===== config.mk =====
export PLATFORM = sky130hd
export DESIGN_NAME = pipeline_ctrl
export DESIGN_NICKNAME = d
export VERILOG_FILES = /design/src/rtl/pipeline_pkg.sv /design/src/rtl/hazard_detect.sv /design/src/rtl/pipeline_ctrl.sv
export SDC_FILE = /design/constraint.sdc
export NUM_CORES = 1
export LEC_CHECK = 0
export CAP_MARGIN = 15
export CORE_MARGIN = 2
export CORE_UTILIZATION = 25
export DETAILED_ROUTE_END_ITERATION = 10
export GPL_ROUTABILITY_DRIVEN = 0
export PLACE_DENSITY_LB_ADDON = 0.2
export SYNTH_ARGS = -nofsm -noshare
export SYNTH_HDL_FRONTEND = slang
export SYNTH_HIERARCHICAL = 1
export SYNTH_SLANG_ARGS = --single-unit

===== constraint.sdc =====
create_clock -name clk -period 3.3 [get_ports clk]
set_input_delay 0.66 -clock clk [delete_from_list [all_inputs] [get_ports clk]]
set_output_delay 0.66 -clock clk [all_outputs]
set_load 0.1 [all_outputs]

===== src/rtl/pipeline_pkg.sv =====
// ---------------------------------------------------------------------------
// pipeline_pkg
// Shared definitions for the pipeline stall/flush/halt controller.
//   state_t      : controller FSM states (RUN, DRAIN, HALTED)
//   REG_ZERO     : architectural zero register index; never a real hazard
//   reg_hazard() : true when a load destination actually feeds a source
// ---------------------------------------------------------------------------
package pipeline_pkg;

  typedef enum logic [1:0] {
    ST_RUN    = 2'b00,
    ST_DRAIN  = 2'b01,
    ST_HALTED = 2'b10
  } state_t;

  localparam logic [4:0] REG_ZERO = 5'd0;

  // A write to the zero register is discarded, so it can never create a hazard.
  function automatic logic reg_hazard(input logic [4:0] dst, input logic [4:0] src);
    return (dst != REG_ZERO) && (dst == src);
  endfunction

endpackage


===== src/rtl/hazard_detect.sv =====
// ---------------------------------------------------------------------------
// hazard_detect
// Purely combinational load-use detector.
//   i_ex_mem_read : instruction in EX is a load
//   i_ex_rt       : destination register of that load
//   i_id_rs       : rs source of the instruction in ID
//   i_id_rt       : rt field of the instruction in ID
//   i_id_uses_rt  : ID instruction actually reads rt
//   o_load_use    : ID needs the load result before it is available
// ---------------------------------------------------------------------------
module hazard_detect
  import pipeline_pkg::*;
(
  input  logic       i_ex_mem_read,
  input  logic [4:0] i_ex_rt,
  input  logic [4:0] i_id_rs,
  input  logic [4:0] i_id_rt,
  input  logic       i_id_uses_rt,
  output logic       o_load_use
);

  logic w_rs_hit;
  logic w_rt_hit;

  assign w_rs_hit   = reg_hazard(i_ex_rt, i_id_rs);
  // rt only matters when the ID instruction really sources it (e.g. not an I-type dest).
  assign w_rt_hit   = i_id_uses_rt & reg_hazard(i_ex_rt, i_id_rt);
  assign o_load_use = i_ex_mem_read & (w_rs_hit | w_rt_hit);

endmodule


===== src/rtl/pipeline_ctrl.sv =====
// ---------------------------------------------------------------------------
// pipeline_ctrl
// Stall / flush / halt controller for a 5-stage pipeline.
// Parameters:
//   DRAIN_CYCLES : cycles after halt detection until EX/MEM/WB are empty
//   CNT_W        : width of the saturating stall-cycle counter
// Ports:
//   clk                  : clock, all state on rising edge
//   rst_b                : synchronous reset, ACTIVE-HIGH despite the name
//   id_rs/id_rt          : source fields of the instruction in ID
//   id_uses_rt           : ID instruction reads rt
//   ex_mem_read/ex_rt    : load in EX and its destination
//   branch_taken_ex      : taken branch/jump resolved in EX
//   halted_controller_id : halt decoded in ID
//   mem_busy             : data memory not ready, freeze everything
//   pc_en/ifid_en        : PC and IF/ID write enables
//   ifid_flush           : IF/ID loads a NOP
//   idex_bubble          : ID/EX loads a NOP
//   halted               : processor fully stopped
//   stall_cycles         : RUN cycles lost to mem_busy or load-use
// ---------------------------------------------------------------------------
module pipeline_ctrl
  import pipeline_pkg::*;
#(
  parameter int unsigned DRAIN_CYCLES = 3,
  parameter int unsigned CNT_W        = 16
) (
  input  logic             clk,
  input  logic             rst_b,
  input  logic [4:0]       id_rs,
  input  logic [4:0]       id_rt,
  input  logic             id_uses_rt,
  input  logic             ex_mem_read,
  input  logic [4:0]       ex_rt,
  input  logic             branch_taken_ex,
  input  logic             halted_controller_id,
  input  logic             mem_busy,
  output logic             pc_en,
  output logic             ifid_en,
  output logic             ifid_flush,
  output logic             idex_bubble,
  output logic             halted,
  output logic [CNT_W-1:0] stall_cycles
);

  localparam int unsigned   DW         = (DRAIN_CYCLES > 1) ? $clog2(DRAIN_CYCLES) : 1;
  localparam logic [DW-1:0] DRAIN_LOAD = DW'(DRAIN_CYCLES - 1);
  localparam logic [CNT_W-1:0] CNT_MAX = {CNT_W{1'b1}};

  state_t           r_state;
  state_t           w_next_state;
  logic [DW-1:0]    r_drain_cnt;
  logic [DW-1:0]    w_drain_next;
  logic [CNT_W-1:0] r_stall_cnt;
  logic             w_stall_inc;
  logic             w_load_use;

  hazard_detect u_hazard_detect (
    .i_ex_mem_read (ex_mem_read),
    .i_ex_rt       (ex_rt),
    .i_id_rs       (id_rs),
    .i_id_rt       (id_rt),
    .i_id_uses_rt  (id_uses_rt),
    .o_load_use    (w_load_use)
  );

  assign stall_cycles = r_stall_cnt;

  // Next-state, drain counter and pipeline-enable decode.
  always_comb begin
    w_next_state = r_state;
    w_drain_next = r_drain_cnt;
    w_stall_inc  = 1'b0;
    pc_en        = 1'b0;
    ifid_en      = 1'b0;
    ifid_flush   = 1'b0;
    idex_bubble  = 1'b1;
    halted       = 1'b0;

    if (rst_b) begin
      // Reset overrides the state: flush both buffers so nothing leaks out.
      w_next_state = ST_RUN;
      w_drain_next = '0;
      ifid_flush   = 1'b1;
      idex_bubble  = 1'b1;
    end else begin
      case (r_state)
        ST_RUN: begin
          if (mem_busy) begin
            // Full freeze: every buffer simply holds.
            idex_bubble = 1'b0;
            w_stall_inc = 1'b1;
          end else if (branch_taken_ex) begin
            // Squash the wrong path, including any halt sitting in ID.
            pc_en       = 1'b1;
            ifid_en     = 1'b1;
            ifid_flush  = 1'b1;
            idex_bubble = 1'b1;
          end else if (w_load_use) begin
            // Hold IF/ID one cycle; halt in ID (if any) is re-seen next cycle.
            idex_bubble = 1'b1;
            w_stall_inc = 1'b1;
          end else if (halted_controller_id) begin
            // Halt moves on into EX; IF/ID gets a NOP so it is not seen twice.
            ifid_en      = 1'b1;
            ifid_flush   = 1'b1;
            idex_bubble  = 1'b0;
            w_next_state = ST_DRAIN;
            w_drain_next = DRAIN_LOAD;
          end else begin
            pc_en       = 1'b1;
            ifid_en     = 1'b1;
            idex_bubble = 1'b0;
          end
        end
        ST_DRAIN: begin
          if (!mem_busy) begin
            if (r_drain_cnt == '0) begin
              w_next_state = ST_HALTED;
            end else begin
              w_drain_next = r_drain_cnt - DW'(1);
            end
          end else begin
            w_drain_next = r_drain_cnt;
          end
        end
        ST_HALTED: begin
          halted = 1'b1;
        end
        default: begin
          // Corrupted encoding: keep pipeline frozen and recover to RUN.
          w_next_state = ST_RUN;
          w_drain_next = '0;
        end
      endcase
    end
  end

  // State, drain counter and saturating stall counter registers.
  always_ff @(posedge clk) begin
    if (rst_b) begin
      r_state     <= ST_RUN;
      r_drain_cnt <= '0;
      r_stall_cnt <= '0;
    end else begin
      r_state     <= w_next_state;
      r_drain_cnt <= w_drain_next;
      if (w_stall_inc && (r_stall_cnt != CNT_MAX)) begin
        r_stall_cnt <= r_stall_cnt + CNT_W'(1);
      end else begin
        r_stall_cnt <= r_stall_cnt;
      end
    end
  end

endmodule


==> flow_summary_export.csv <==
group,metric,value,unit
cts,cts_sinks,20,
timing,hold_slack,0.5047,ns
timing,grt_setup_unrepaired,"false",
layout,fin_util,0.3888,
grt,grt_overflow_total,0,
timing,slew_viol_final,0,
placement,place_area,0.001904,mm2
timing,max_freq,323.8,MHz
timing,finClkSkew,0.01099,ns
worst_setup_path,reg2reg_depth,5,
die,rows,26,
synthesis,synth_cells,155,
worst_setup_path,cp-end-kind,"primary output",
cts,clockBufferDepth,2,
synthesis,synthFlopType,"dfxtp_1",
worst_setup_path,path_max_fanout,3,
power,p_per_area,318.8,mW/mm2
synthesis,synth.area.top_cells,"dfxtp_1 30%, a21oi_1 5.6%, xor2_1 4.6%, or4_1 4.5%, o31ai_1 3.4%",
synthesis,ys_warn_count,6,
synthesis,ys_types,50,
synthesis,async_flop_share,0,
grt,grt_antenna_before_repair,0,
power,p_leak,0.7687,nW
worst_setup_path,timing.rr.end,"stall_cycles[5]",
synthesis,synth.ff_latch_count,20,
routing,ant_nets,0,
cts,cts_tree,"built",
die,dieWidth,77.01,um
routing,drc,0,
timing,finalSetupViolations,0,
grt,grt_pass1_wl,6.051,mm
synthesis,synth_top_area_cell,"dfxtp_1",
worst_setup_path,crit_arrival,2.43,ns
cts,cts_root_buf,"clkbuf_8",
routing,drtIter0Drc,22,
routing,finalWirelength,3.573,mm
grt,grt_pass1_vias,1364,
layout,nets,231,
routing,first_pass_iters,4,
die,fp.coreArea,0.005140,mm2
synthesis,syn_avg_cell_area,8.597,um2
worst_setup_path,crit_required,2.64,ns
synthesis,synth_common_cells,"20 x dfxtp_1, 15 x a21oi_1, 9 x nand2_1",
hold_path,hold_end,"r_drain_cnt[1]",
synthesis,synthMostInstantiatedCell,"dfxtp_1",
timing,finalCriticalPeriod,3.088,ns
cts,cts.clk_slew.worst_paths,0.08,ns
die,die-area,0.005930,mm2
grt,grt_start_max_net_pins,19,
worst_setup_path,critPathBufInv,3,
hold_path,worstHoldPathCells,2,
layout,design_area,0.001998,mm2
timing,worst_slew_pin_slew,0.7422,ns
worst_setup_path,rr_startpoint,"stall_cycles[0]",
layout,stdcell_count,276,
worst_setup_path,crit_family,"buffers and inverters",
grt,grtUsageTotal,0.1206,
worst_setup_path,criticalPathCategory,"input port to primary output",
synthesis,synth_edf_count,0,
worst_setup_path,r2r_setup_slack,1.35,ns
layout,antenna_cells,0,
die,io_pins,43,
job,maxCapViolCount,0,
cts,htreeDepth,1,
timing,finalHoldViolCount,0,
worst_setup_path,cp-start-kind,"input port",
hold_path,hold_class,"flop to flop",
synthesis,seq_area_frac_synth,0.3005,
layout,layout-drive-gt1-share,0.2379,
hold_path,holdCritStartpoint,"r_drain_cnt[1]",
routing,wire_per_inst,12.95,um
worst_setup_path,crit_path_cell_trace,"clkdlybuf4s50_1, xor2_1, nor4_2, nand3_1, a21oi_1, buf_4, nor2_1, o21ai_1, buf_12",
layout,area_delta_synth_final,49.95,%
die,chipHeight,77.01,um
routing,vias,1372,
synthesis,synth_top_area_frac,0.3005,
die,start_util,0.2593,
cts,clkLatencyLatePin,0.26,ns
worst_setup_path,cp_slowest_cell,"clkdlybuf4s50_1",
synthesis,synth_nets,179,
timing,slew_headroom,0.5015,
synthesis,synth_area,0.001333,mm2
timing,post-route-period-util,0.9358,
placement,dp.cells,271,
placement,dp_hpwl,2.709,mm
cts,cts_inserted_buffers,3,
run_status,outcome,"finished, final reports clean",
worst_setup_path,slowest_delay,0.43,ns
power,ir_drop,150.8,uV
placement,portBuffers,42,
power,power,637.1,uW
routing,vias_per_cell,4.971,
[stage by stage]
step	worst slack, ns	TNS [ns]
after floorplan	-0.5734	-0.7328
after global placement	0.03834	0
after detailed placement	0.03120	0
after CTS	0.01535	0
after global routing	0.1036	0
final	0.2120	0
[metal layers]
metal,vias up,global-route usage,part of all wire
met5,-,0,0
met4,0,0.02679,0.0048
met3,2,0.02353,0.046
met2,34,0.2061,0.44
met1,626,0.1569,0.51
li1,710,-,-
[logic make-up (layout without fill, tap and decap cells)]
logic type	Yosys count	in the layout	share of synthesized area
and+or+nand+nor	56	56	0.2751
muxes	2	2	0.01596
buffers and inverters	14	65	0.05540
AOI/OAI and AO/OA	51	51	0.2686
adders and majority gates	2	2	0.01878
DFF	20	20	0.3005
xor gates and xnor gates	10	10	0.06573
[worst register-to-register path, delay by kind of cell (launching register included)]
| kind | cells | cell delay (ns) |
|---|---|---|
| compound gates | 2 | 0.33 |
| fa+ha+maj | 1 | 0.21 |
| flops | 1 | 0.42 |
| simple gates | 2 | 0.87 |
[layout by cell type, fill, tap and decap left out, types with 7 or more instances in the layout]
| cell type | n |
|---|---|
| or4_1 | 7 |
| nand2_1 | 9 |
| buf_4 | 27 |
| clkdlybuf4s50_1 | 17 |
| inv_1 | 8 |
| a21oi_1 | 15 |
| xor2_1 | 7 |
| dfxtp_1 | 20 |
[cell type report]
type                       count  area, um2
clock buffer                   3      41.29
clock inverter                 1      30.03
fill                         554       3142
inverter                       8      30.03
multi-input combinational    121      885.9
sequential                    20      400.4
tap                           70      87.58
timing repair buffer          53      523.0
[worst max-delay path by stage]
stage               cells after the start          end  startpoint
floorplan                               6        pc_en    ex_rt[1]
finish                                  9  idex_bubble    ex_rt[0]
global placement                        8        pc_en    ex_rt[4]
detailed placement                      8        pc_en    ex_rt[4]
global route                           10   ifid_flush    ex_rt[0]
CTS                                     8        pc_en    ex_rt[4]
[state kept, by name, indices dropped and copies added (netlist names)]
register	flops
stall_cycles	16
r_drain_cnt	2
r_state	2
[power by group]
part / switching [mW] / leakage, nW / total, mW / internal, mW
Combinational: 0.0783 / 0.571 / 0.141 / 0.0627
Sequential: 0.00499 / 0.161 / 0.249 / 0.244
Clock: 0.0849 / 0.0357 / 0.247 / 0.162
Total: 0.168 / 0.769 / 0.637 / 0.469
[what timing repair did]
action / in CTS / in global routing
endpoints found under the setup margin: 0 / 3
hold buffers: 0 / 0
buffers inserted: 0 / 1
resized for setup: 0 / 7
(Power assumes the default switching activity.)
